<file path="src/rtl/lsu_agu_if.sv">
// Data-memory bus between the load/store unit (master) and the memory mux (slave).
// Word-aligned address, separate read/write strobes, byte enables and lane data.
interface lsu_agu_if #(
    parameter int XLEN     = 32,
    parameter int ADDR_LEN = 14
);
    logic [ADDR_LEN-1:0] addr;
    logic                rd_req;
    logic                rd_ready;
    logic                wr_req;
    logic                wr_ready;
    logic [XLEN/8-1:0]   wr_be;
    logic [XLEN-1:0]     wr_data;
    logic [XLEN-1:0]     rd_data;

    modport master (
        output addr,
        output rd_req,
        output wr_req,
        output wr_be,
        output wr_data,
        input  rd_ready,
        input  wr_ready,
        input  rd_data
    );

    modport slave (
        input  addr,
        input  rd_req,
        input  wr_req,
        input  wr_be,
        input  wr_data,
        output rd_ready,
        output wr_ready,
        output rd_data
    );
endinterface

</file>
<file path="src/rtl/lsu_agu.sv">
// RISC-V load/store address-generation unit: one bus access and one response per request.
// Define LSU_MISALIGN_TRAP_EN to trap misaligned accesses instead of forcing alignment.
module lsu_agu #(
    parameter int XLEN     = 32,
    parameter int ADDR_LEN = 14,
    parameter int TIMEOUT  = 16
) (
    input  logic                clk,
    input  logic                rstb,
    input  logic                req_valid,
    output logic                req_ready,
    input  logic                req_we,
    input  logic [2:0]          req_funct3,
    input  logic [ADDR_LEN-1:0] req_addr,
    input  logic [XLEN-1:0]     req_wdata,
    output logic                resp_valid,
    output logic [XLEN-1:0]     resp_rdata,
    output logic                resp_err,
    lsu_agu_if.master           bus
);
    localparam int              BW       = XLEN / 8;
    localparam int              TW       = $clog2(TIMEOUT + 1);
    localparam logic [TW-1:0]   TMO_LAST = TW'(TIMEOUT - 1);

    typedef enum logic [1:0] {
        IDLE,
        ISSUE,
        WAIT_RD,
        RESP
    } state_e;

    state_e              state_q, state_d;
    logic                cap_we_q, cap_we_d;
    logic [2:0]          cap_funct3_q, cap_funct3_d;
    logic [1:0]          cap_off_q, cap_off_d;
    logic [ADDR_LEN-1:0] addr_q, addr_d;
    logic [BW-1:0]       wr_be_q, wr_be_d;
    logic [XLEN-1:0]     wr_data_q, wr_data_d;
    logic                resp_err_q, resp_err_d;
    logic [XLEN-1:0]     resp_rdata_q, resp_rdata_d;
    logic [TW-1:0]       tmo_cnt_q, tmo_cnt_d;

    logic                req_illegal;
    logic                req_misaligned;
    logic                req_bad;
    logic [1:0]          req_off;
    logic [BW-1:0]       st_be;
    logic [XLEN-1:0]     st_data;
    logic [XLEN-1:0]     ld_shift;
    logic [XLEN-1:0]     ld_data;

    always_comb begin : req_decode
        case (req_funct3)
            3'b000, 3'b001, 3'b010: req_illegal = 1'b0;
            3'b100, 3'b101:         req_illegal = req_we;
            default:                req_illegal = 1'b1;
        endcase
`ifdef LSU_MISALIGN_TRAP_EN
        req_off        = req_addr[1:0];
        req_misaligned = ((req_funct3[1:0] == 2'b01) && req_addr[0]) ||
                         ((req_funct3[1:0] == 2'b10) && (req_addr[1:0] != 2'b00));
`else
        // Without the trap, offset bits finer than the access size are simply dropped.
        req_misaligned = 1'b0;
        case (req_funct3[1:0])
            2'b01:   req_off = {req_addr[1], 1'b0};
            2'b10:   req_off = 2'b00;
            default: req_off = req_addr[1:0];
        endcase
`endif
        req_bad = req_illegal | req_misaligned;
    end

    always_comb begin : store_lanes
        case (req_funct3[1:0])
            2'b00: begin
                st_data = {4{req_wdata[7:0]}};
                st_be   = 4'b0001 << req_off;
            end
            2'b01: begin
                st_data = {2{req_wdata[15:0]}};
                st_be   = 4'b0011 << {req_off[1], 1'b0};
            end
            default: begin
                st_data = req_wdata;
                st_be   = '1;
            end
        endcase
    end

    always_comb begin : load_extract
        ld_shift = bus.rd_data >> {cap_off_q, 3'b000};
        case (cap_funct3_q)
            3'b000:  ld_data = {{(XLEN-8){ld_shift[7]}}, ld_shift[7:0]};
            3'b100:  ld_data = {{(XLEN-8){1'b0}}, ld_shift[7:0]};
            3'b001:  ld_data = {{(XLEN-16){ld_shift[15]}}, ld_shift[15:0]};
            3'b101:  ld_data = {{(XLEN-16){1'b0}}, ld_shift[15:0]};
            default: ld_data = ld_shift;
        endcase
    end

    always_ff @(posedge clk or negedge rstb) begin : fsm_state
        if (!rstb) begin
            state_q <= IDLE;
        end else begin
            state_q <= state_d;
        end
    end

    always_comb begin : fsm_next
        state_d = state_q;
        case (state_q)
            IDLE: begin
                if (req_valid) begin
                    state_d = req_bad ? RESP : ISSUE;
                end
            end
            ISSUE: begin
                if (cap_we_q) begin
                    if (bus.wr_ready) begin
                        state_d = RESP;
                    end
                end else begin
                    state_d = bus.rd_ready ? RESP : WAIT_RD;
                end
            end
            WAIT_RD: begin
                if (bus.rd_ready || (tmo_cnt_q == TMO_LAST)) begin
                    state_d = RESP;
                end
            end
            RESP:    state_d = IDLE;
            default: state_d = IDLE;
        endcase
    end

    always_comb begin : fsm_out
        req_ready  = (state_q == IDLE);
        bus.rd_req = (state_q == ISSUE) && !cap_we_q;
        bus.wr_req = (state_q == ISSUE) && cap_we_q;
        resp_valid = (state_q == RESP);
    end

    always_comb begin : datapath_next
        // NOTE: every _d starts as its _q so no branch leaves one unassigned and infers a latch.
        cap_we_d     = cap_we_q;
        cap_funct3_d = cap_funct3_q;
        cap_off_d    = cap_off_q;
        addr_d       = addr_q;
        wr_be_d      = wr_be_q;
        wr_data_d    = wr_data_q;
        resp_err_d   = resp_err_q;
        resp_rdata_d = resp_rdata_q;
        tmo_cnt_d    = tmo_cnt_q;
        case (state_q)
            IDLE: begin
                if (req_valid) begin
                    cap_we_d     = req_we;
                    cap_funct3_d = req_funct3;
                    cap_off_d    = req_off;
                    if (req_bad) begin
                        resp_err_d   = 1'b1;
                        resp_rdata_d = '0;
                    end else begin
                        addr_d = {req_addr[ADDR_LEN-1:2], 2'b00};
                        if (req_we) begin
                            wr_be_d   = st_be;
                            wr_data_d = st_data;
                        end
                    end
                end
            end
            ISSUE: begin
                if (cap_we_q) begin
                    if (bus.wr_ready) begin
                        wr_be_d      = '0;
                        resp_err_d   = 1'b0;
                        resp_rdata_d = '0;
                    end
                end else if (bus.rd_ready) begin
                    resp_err_d   = 1'b0;
                    resp_rdata_d = ld_data;
                end else begin
                    tmo_cnt_d = '0;
                end
            end
            WAIT_RD: begin
                if (bus.rd_ready) begin
                    resp_err_d   = 1'b0;
                    resp_rdata_d = ld_data;
                end else if (tmo_cnt_q == TMO_LAST) begin
                    resp_err_d   = 1'b1;
                    resp_rdata_d = '0;
                end else begin
                    tmo_cnt_d = tmo_cnt_q + TW'(1);
                end
            end
            RESP: begin
                // Response fields are only meaningful while resp_valid is high.
                resp_err_d   = 1'b0;
                resp_rdata_d = '0;
            end
            default: ;
        endcase
    end

    // NOTE: non-blocking assignments make every flop sample pre-edge values regardless of order.
    always_ff @(posedge clk or negedge rstb) begin : datapath_regs
        if (!rstb) begin
            cap_we_q     <= 1'b0;
            cap_funct3_q <= '0;
            cap_off_q    <= '0;
            addr_q       <= '0;
            wr_be_q      <= '0;
            wr_data_q    <= '0;
            resp_err_q   <= 1'b0;
            resp_rdata_q <= '0;
            tmo_cnt_q    <= '0;
        end else begin
            cap_we_q     <= cap_we_d;
            cap_funct3_q <= cap_funct3_d;
            cap_off_q    <= cap_off_d;
            addr_q       <= addr_d;
            wr_be_q      <= wr_be_d;
            wr_data_q    <= wr_data_d;
            resp_err_q   <= resp_err_d;
            resp_rdata_q <= resp_rdata_d;
            tmo_cnt_q    <= tmo_cnt_d;
        end
    end

    assign bus.addr    = addr_q;
    assign bus.wr_be   = wr_be_q;
    assign bus.wr_data = wr_data_q;
    assign resp_rdata  = resp_rdata_q;
    assign resp_err    = resp_err_q;

endmodule

</file>
<file path="src/flat_wrapper.sv">
// flat-port wrapper written by rule: the top's interface ports become plain ports
module lsu_agu_flat 
#(
    parameter int XLEN     = 32,
    parameter int ADDR_LEN = 14,
    parameter int TIMEOUT  = 16
)
  (clk, rstb, req_valid, req_ready, req_we, req_funct3, req_addr, req_wdata, resp_valid, resp_rdata, resp_err, bus_addr, bus_rd_req, bus_wr_req, bus_wr_be, bus_wr_data, bus_rd_ready, bus_wr_ready, bus_rd_data);
  lsu_agu_if #(.XLEN(XLEN), .ADDR_LEN(ADDR_LEN)) bus_i ();
  input  logic clk;
  input  logic rstb;
  input  logic req_valid;
  output logic req_ready;
  input  logic req_we;
  input  logic [2:0] req_funct3;
  input  logic [ADDR_LEN-1:0] req_addr;
  input  logic [XLEN-1:0] req_wdata;
  output logic resp_valid;
  output logic [XLEN-1:0] resp_rdata;
  output logic resp_err;
  output wire logic [$bits(bus_i.addr)-1:0] bus_addr;
  output wire logic [$bits(bus_i.rd_req)-1:0] bus_rd_req;
  output wire logic [$bits(bus_i.wr_req)-1:0] bus_wr_req;
  output wire logic [$bits(bus_i.wr_be)-1:0] bus_wr_be;
  output wire logic [$bits(bus_i.wr_data)-1:0] bus_wr_data;
  input wire logic [$bits(bus_i.rd_ready)-1:0] bus_rd_ready;
  input wire logic [$bits(bus_i.wr_ready)-1:0] bus_wr_ready;
  input wire logic [$bits(bus_i.rd_data)-1:0] bus_rd_data;
  assign bus_addr = bus_i.addr;
  assign bus_rd_req = bus_i.rd_req;
  assign bus_wr_req = bus_i.wr_req;
  assign bus_wr_be = bus_i.wr_be;
  assign bus_wr_data = bus_i.wr_data;
  assign bus_i.rd_ready = bus_rd_ready;
  assign bus_i.wr_ready = bus_wr_ready;
  assign bus_i.rd_data = bus_rd_data;
  lsu_agu #(.XLEN(XLEN), .ADDR_LEN(ADDR_LEN), .TIMEOUT(TIMEOUT)) u_core (.clk(clk), .rstb(rstb), .req_valid(req_valid), .req_ready(req_ready), .req_we(req_we), .req_funct3(req_funct3), .req_addr(req_addr), .req_wdata(req_wdata), .resp_valid(resp_valid), .resp_rdata(resp_rdata), .resp_err(resp_err), .bus(bus_i));
endmodule
</file>
<file path="config.mk">
export PLATFORM = sky130hd
export DESIGN_NAME = lsu_agu_flat
export DESIGN_NICKNAME = d
export VERILOG_FILES = /design/src/rtl/lsu_agu_if.sv /design/src/rtl/lsu_agu.sv /design/src/flat_wrapper.sv
export SDC_FILE = /design/constraint.sdc
export NUM_CORES = 1
export LEC_CHECK = 0
export CAP_MARGIN = 30
export CORE_ASPECT_RATIO = 2
export CORE_MARGIN = 2
export CORE_UTILIZATION = 39
export DETAILED_ROUTE_END_ITERATION = 6
export PLACE_DENSITY = 0.71
export SYNTH_ARGS = -nofsm -noshare
export SYNTH_HDL_FRONTEND = slang
export SYNTH_SLANG_ARGS = --single-unit
</file>
<file path="constraint.sdc">
create_clock -name clk -period 2.33 [get_ports clk]
set_input_delay 0.233 -clock clk [delete_from_list [all_inputs] [get_ports clk]]
set_output_delay 0.233 -clock clk [all_outputs]
set_load 0.02 [all_outputs]
</file>
==> results of run 1 <==
==> repair_timing <==
action / CTS / global route
setup endpoints to repair: 1 / 1
endpoints found under the hold margin: 40 / 0
setup buffers: 0 / 0
hold buffers: 1 / 0
resized for setup: 1 / 1
==> cells in the final DEF (no fill, tap or decap), types with 10 or more instances in the layout <==
| master | count |
|---|---|
| mux2i_1 | 23 |
| a21oi_1 | 22 |
| clkdlybuf4s50_1 | 169 |
| nor2_1 | 22 |
| mux2_2 | 11 |
| buf_4 | 20 |
| dfrtp_1 | 94 |
| inv_1 | 10 |
| o21ai_1 | 51 |
| o21ai_0 | 25 |
| nand2_1 | 97 |
| a22oi_1 | 20 |
| mux2_1 | 23 |
==> metal layers <==
layer / vias to the layer above / GRT usage, % / wire length [um]
met1: 2115 / 22.9 / 4960
met2: 164 / 40.5 / 7930
met3: 41 / 4.58 / 890
met4: 0 / 10.6 / 521
met5: - / 0 / 0
li1: 2089 / - / -
==> kinds of logic (layout without fill, tap and decap cells) <==
logic type | count (synthesis) | in the layout | share of synthesized area, %
other | 1 | 2 | 0.0775
buffers and inverters | 43 | 222 | 3.93
AO/OA/AOI/OAI | 146 | 146 | 18.4
multiplexers | 57 | 57 | 12.7
XOR/XNOR | 1 | 1 | 0.181
flip-flops | 94 | 94 | 48.6
AND/OR/NAND/NOR | 149 | 149 | 13.8
adder cells (fa/ha/maj) | 9 | 9 | 2.33
==> final cells by class <==
type,count,area [um^2]
timing repair buffer,195,1940
clock buffer,9,225
multi-input combinational,364,2310
inverter,11,41.3
sequential,94,2350
tap,147,184
fill,1079,5020
clock inverter,7,48.8
==> registers in the layout, summed over array words and instances (netlist names) <==
signal               cells
u_core.tmo_cnt_q         5
u_core.cap_off_q         2
u_core.resp_err          1
u_core.resp_rdata       32
u_core.cap_funct3_q      3
u_core.cap_we_q          1
u_core.bus.addr         12
u_core.bus.wr_data      32
u_core.state_q           2
u_core.bus.wr_be         4
==> report_power, final <==
part	leakage, uW	switching, uW	internal [uW]	total [uW]
clock network	0.000136	647	727	1370
logic	0.00172	2650	2270	4920
registers	0.00121	493	2340	2830
==> worst max-delay path by stage <==
stage	endpoint	slack [ns]	from
floorplan	u_core.bus.wr_data[6]	0.14	u_core.state_q[0]
global placement	u_core.resp_rdata[30]	-0.02	req_funct3[1]
detailed placement	u_core.resp_rdata[28]	-0.13	req_funct3[1]
CTS	bus_rd_req	0.04	u_core.state_q[1]
global route	u_core.resp_rdata[28]	0.03	u_core.state_q[1]
finish	u_core.resp_rdata[9]	0.15	u_core.state_q[1]
==> through the flow <==
stage	TNS, ns	setup slack (ns)	power, uW	utilization [%]
4_1_cts	0	0.0445	9230	58.6
6_report	0	0.148	9130	58.6
2_1_floorplan	0	0.142	5550	-
3_3_place_gp	-0.127	-0.0224	7700	56.2
5_1_grt	0	0.0334	9740	58.6
3_5_place_dp	-2.07	-0.129	7820	56.2
==> impl_metrics.json, run 1 <==
{
  "status": "finished clean",
  "final_nets": 771,
  "slew_headroom_pct": 54.1,
  "path_clk_slew_ns": 0.07,
  "stdcell_count": 827,
  "finalSetupViolCount": 0,
  "synth_edf_count": 0,
  "crit_family": "compound AO/OA/AOI/OAI gates",
  "die_h_um": 162,
  "cts_sinks": 94,
  "yosysTopAreaCellShare_pct": 48.6,
  "yosysWarnings": 0,
  "syn2layout_area_growth_pct": 46.8,
  "clk_latency_ns": 0.34,
  "gp_congestion": 0.909,
  "cp.buffers_inverters": 3,
  "r2r_start": "u_core.state_q[1]",
  "drv_cap": 0,
  "period_share_pct": 93.6,
  "cp_slowest_stage_delay_ns": 0.41,
  "yosysTopAreaCell": "dfrtp_1",
  "path_cells": "inv_1 > ha_1 > inv_2 > buf_4 > o22ai_1 > a211o_4 > nand2b_4 > o21ai_1",
  "cts_root_buf": "clkbuf_16",
  "slew_viol_final": 0,
  "ys_types": 44,
  "num_antenna_cells": 0,
  "critical_path_class": "flip-flop to flip-flop",
  "clock.fmax_ghz": 0.458,
  "cp-end-kind": "flip-flop",
  "whs_ns": 0.432,
  "via_count": 4409,
  "netlist_top_cells_count": "nand2_1 (97), dfrtp_1 (94), o21ai_1 (51)",
  "syn-cell-area_mm2": 0.00484,
  "grt_usage_pct": 22.1,
  "place_inst": 810,
  "r2r_cells": 8,
  "p_leak_uw": 0.00306,
  "yosysMostFrequentCell": "nand2_1",
  "critPathRequiredTime_ns": 2.54,
  "synth_flop_cell": "dfrtp_1",
  "holdCritPathClass": "input pin to async pin",
  "cp.depth": 8,
  "ys_ff_latch": 94,
  "first_iter_violations": 245,
  "routed_wl_um": 14300,
  "postPlaceCellArea_mm2": 0.00682,
  "ctsHtreeMaxLevel": 3,
  "p_per_area_mw_per_mm2": 1280,
  "start_kind": "flip-flop",
  "finalHoldViolCount": 0,
  "worstMarginPinSlew_ns": 0.685,
  "start_util_pct": 39.9,
  "grt_pass1_wl_um": 22500,
  "clock_path_buffers": 2,
  "die_area_mm2": 0.0134,
  "drive_gt1_share_pct": 9.26,
  "cts_buffers": 9,
  "tritoncts": "built",
  "first_global_vias": 4636,
  "antenna_found_initial": 0,
  "route.detailed.drc": 0,
  "crit_slowest_cell": "dfrtp_1",
  "async_reset_ff_share_pct": 100,
  "synth_area_leaders": "dfrtp_1 (49%), nand2_1 (7.5%), mux2_1 (5.4%)",
  "ant_nets": 0,
  "rsz0062_at_grt": "no",
  "syn_avg_cell_area_um2": 9.68,
  "r2r-end": "u_core.resp_rdata[9]",
  "grt.overflow.total": 0,
  "die_w_um": 82.8,
  "cp_max_fo": 24,
  "dp_hpwl_um": 11400,
  "numPortBuffers": 171,
  "min_period_ns": 2.18,
  "firstDrtPassIters": 4,
  "io_pins": 174,
  "fin_skew_ns": 0.00686,
  "r2r_slack_ns": 0.15,
  "post_drt_wl_per_cell_um": 17.3,
  "grt_max_degree": 44,
  "seq_area_frac_synth_pct": 48.6,
  "stdcell_area_mm2": 0.00710,
  "core_area_mm2": 0.0121,
  "vdd_drop_max_v": 0.000661,
  "via_per_inst": 5.33,
  "cp.arrival_ns": 2.39,
  "netlist_instances": 500,
  "rows": 57
}
No activity file was read; power rests on OpenSTA's default activity.
==> run 2: changes to the inputs <==
--- a/config.mk
+++ b/config.mk
@@ -7,10 +7,10 @@
 export LEC_CHECK = 0
 export CAP_MARGIN = 30
 export CORE_ASPECT_RATIO = 2
-export CORE_MARGIN = 2
-export CORE_UTILIZATION = 39
+export CORE_MARGIN = 1
+export CORE_UTILIZATION = 45
 export DETAILED_ROUTE_END_ITERATION = 6
-export PLACE_DENSITY = 0.71
+export PLACE_DENSITY = 0.83
 export SYNTH_ARGS = -nofsm -noshare
 export SYNTH_HDL_FRONTEND = slang
 export SYNTH_SLANG_ARGS = --single-unit
==> run 2 against run 1 <==
  * The flow now finishes with violations (negative hold slack)
  * Die area shrank 16%
  * Non-clock buffer count shrank 3
  * Clock-buffer cell count is the same
  * Via count shrank 1.0%
  * Worst hold slack lost 0.44 ns
  * Setup slack lost 0.057 ns
  * Critical endpoint is now bus_rd_req
  * Clock power grew 16%
  * Largest cell class unchanged
  * Cell count shrank 1.6%
==> impl_metrics.json, run 2 (synthesis results as in run 1) <==
{
  "status": "finished with violations",
  "violations": "negative hold slack",
  "pwr-share-seq_pct": 30.2,
  "final_nets": 768,
  "finalHoldViolCount": 6,
  "ant_nets": 0,
  "clock.fmax_ghz": 0.447,
  "period_share_pct": 96.1,
  "p_leak_uw": 0.00304,
  "route.detailed.drc": 0,
  "p_per_area_mw_per_mm2": 1320,
  "first_global_vias": 4530,
  "routed_wl_um": 14400,
  "tritoncts": "built",
  "vdd_drop_max_v": 0.000796,
  "ctsHtreeMaxLevel": 3,
  "min_period_ns": 2.24,
  "cp.arrival_ns": 2.01,
  "power.switching_uw": 3840,
  "n_fill_cell": 848,
  "rsz0062_at_grt": "no",
  "num_antenna_cells": 0,
  "power_frac_comb_pct": 52.8,
  "cts_sinks": 94,
  "die_area_mm2": 0.0112,
  "die_h_um": 149,
  "grt_usage_pct": 26.6,
  "stdcell_count": 814,
  "postPlaceCellArea_mm2": 0.00678,
  "slew_viol_final": 0,
  "firstDrtPassIters": 5,
  "dp_hpwl_um": 11100,
  "cp-end-kind": "primary output",
  "start_util_pct": 46.2,
  "holdCritPathClass": "input pin to async pin",
  "place_inst": 798,
  "grt_pass1_wl_um": 22100,
  "fin_skew_ns": 0.00767,
  "clockPowerShare_pct": 17.0,
  "cts_root_buf": "clkbuf_16",
  "grt_max_degree": 70,
  "r2r_cells": 8,
  "finalSetupViolCount": 0,
  "via_per_inst": 5.36,
  "start_kind": "flip-flop",
  "post_drt_wl_per_cell_um": 17.6,
  "syn2layout_area_growth_pct": 46.7,
  "first_iter_violations": 300,
  "stdcell_area_mm2": 0.00710,
  "drive_gt1_share_pct": 9.01,
  "cts_buffers": 9,
  "grt.overflow.total": 0,
  "numPortBuffers": 171,
  "slew_headroom_pct": 41.5,
  "io_pins": 174,
  "gp_congestion": 0.890,
  "whs_ns": -0.0102,
  "cp_max_fo": 9,
  "path_clk_slew_ns": 0.06,
  "critPathRequiredTime_ns": 2.10,
  "core_area_mm2": 0.0105,
  "critical_path_class": "flip-flop to primary output",
  "die_w_um": 75.3,
  "final_cell_mix": "clkdlybuf4s50_1 (170), nand2_1 (97), dfrtp_1 (94)",
  "internal_power_uw": 5530,
  "via_count": 4365,
  "p_sw_share_pct": 40.9,
  "layout_commonest_cell": "clkdlybuf4s50_1",
  "worstMarginPinSlew_ns": 0.878,
  "clock_path_buffers": 2,
  "clk_latency_ns": 0.35,
  "antenna_found_initial": 0,
  "rows": 53,
  "drv_cap": 0
}
-- run 2: area by class of cell --
| class | instances | area (um^2) | area share [%] |
|---|---|---|---|
| Sequential cell | 94 | 2350 | 33.1 |
| Multi-Input combinational cell | 364 | 2310 | 32.5 |
| Timing Repair Buffer | 192 | 1900 | 26.8 |
| Clock buffer | 9 | 225 | 3.17 |
| Tap cell | 137 | 171 | 2.41 |
| Clock inverter | 7 | 97.6 | 1.37 |
| Inverter | 11 | 41.3 | 0.581 |
-- run 2: what timing repair did --
item / 4_1_cts / 5_1_grt
hold buffers: 0 / 0
endpoints found under the setup margin: 1 / 0
endpoints found under the hold margin: 0 / 0
buffers inserted: 0 / 0
gates resized for setup: 1 / 0
-- run 2: path summary, 6_finish.rpt --
| kind | startpoint | end | slack (ns) |
|---|---|---|---|
| max | u_core.state_q[1] | bus_rd_req | 0.09 |
| min | rstb | u_core.bus.wr_data[14] | -0.01 |
| max in group asynchronous | rstb | u_core.bus.wr_be[3] | 1.58 |
| max reg2reg | u_core.tmo_cnt_q[0] | u_core.resp_rdata[31] | 0.22 |
| min in group clk | u_core.bus.wr_data[21] | u_core.bus.wr_data[21] | 0.48 |
| min reg2reg | u_core.bus.wr_data[21] | u_core.bus.wr_data[21] | 0.48 |
-- run 2: routing by layer --
layer	global-route usage (%)	wire length (um)
met1	28.8	5080
met2	48.5	8120
met3	4.88	731
met4	11.2	431
met5	0	0
-- run 2: power groups by stage --
stage                     clock, uW  combinational [uW]  sequential, uW
after floorplan                   0                2050            3500
after global placement            0                4810            2820
after detailed placement          0                4950            2850
after CTS                      1610                4990            2830
after global routing           1680                5320            2910
final                          1590                4950            2830
-- run 2: through the flow --
step           worst slack [ns]  setup TNS (ns)  power (uW)  util [%]  hold slack [ns]
6_report                 0.0912               0        9370      67.8          -0.0102
5_1_grt                  0.0110               0        9900      67.8           0.0917
4_1_cts                  0.0682               0        9430      67.8           0.0368
3_5_place_dp             -0.124           -1.82        7800      64.7            0.403
3_3_place_gp            -0.0340          -0.242        7630      64.7            0.392
2_1_floorplan             0.142               0        5550         -          -0.0626
-- run 2: critical path, cell delays in order (launching register included) --
cell and delay, ns:
dfrtp_1 0.41, inv_1 0.11, ha_2 0.28, nor2b_1 0.22
clkdlybuf4s50_1 0.64
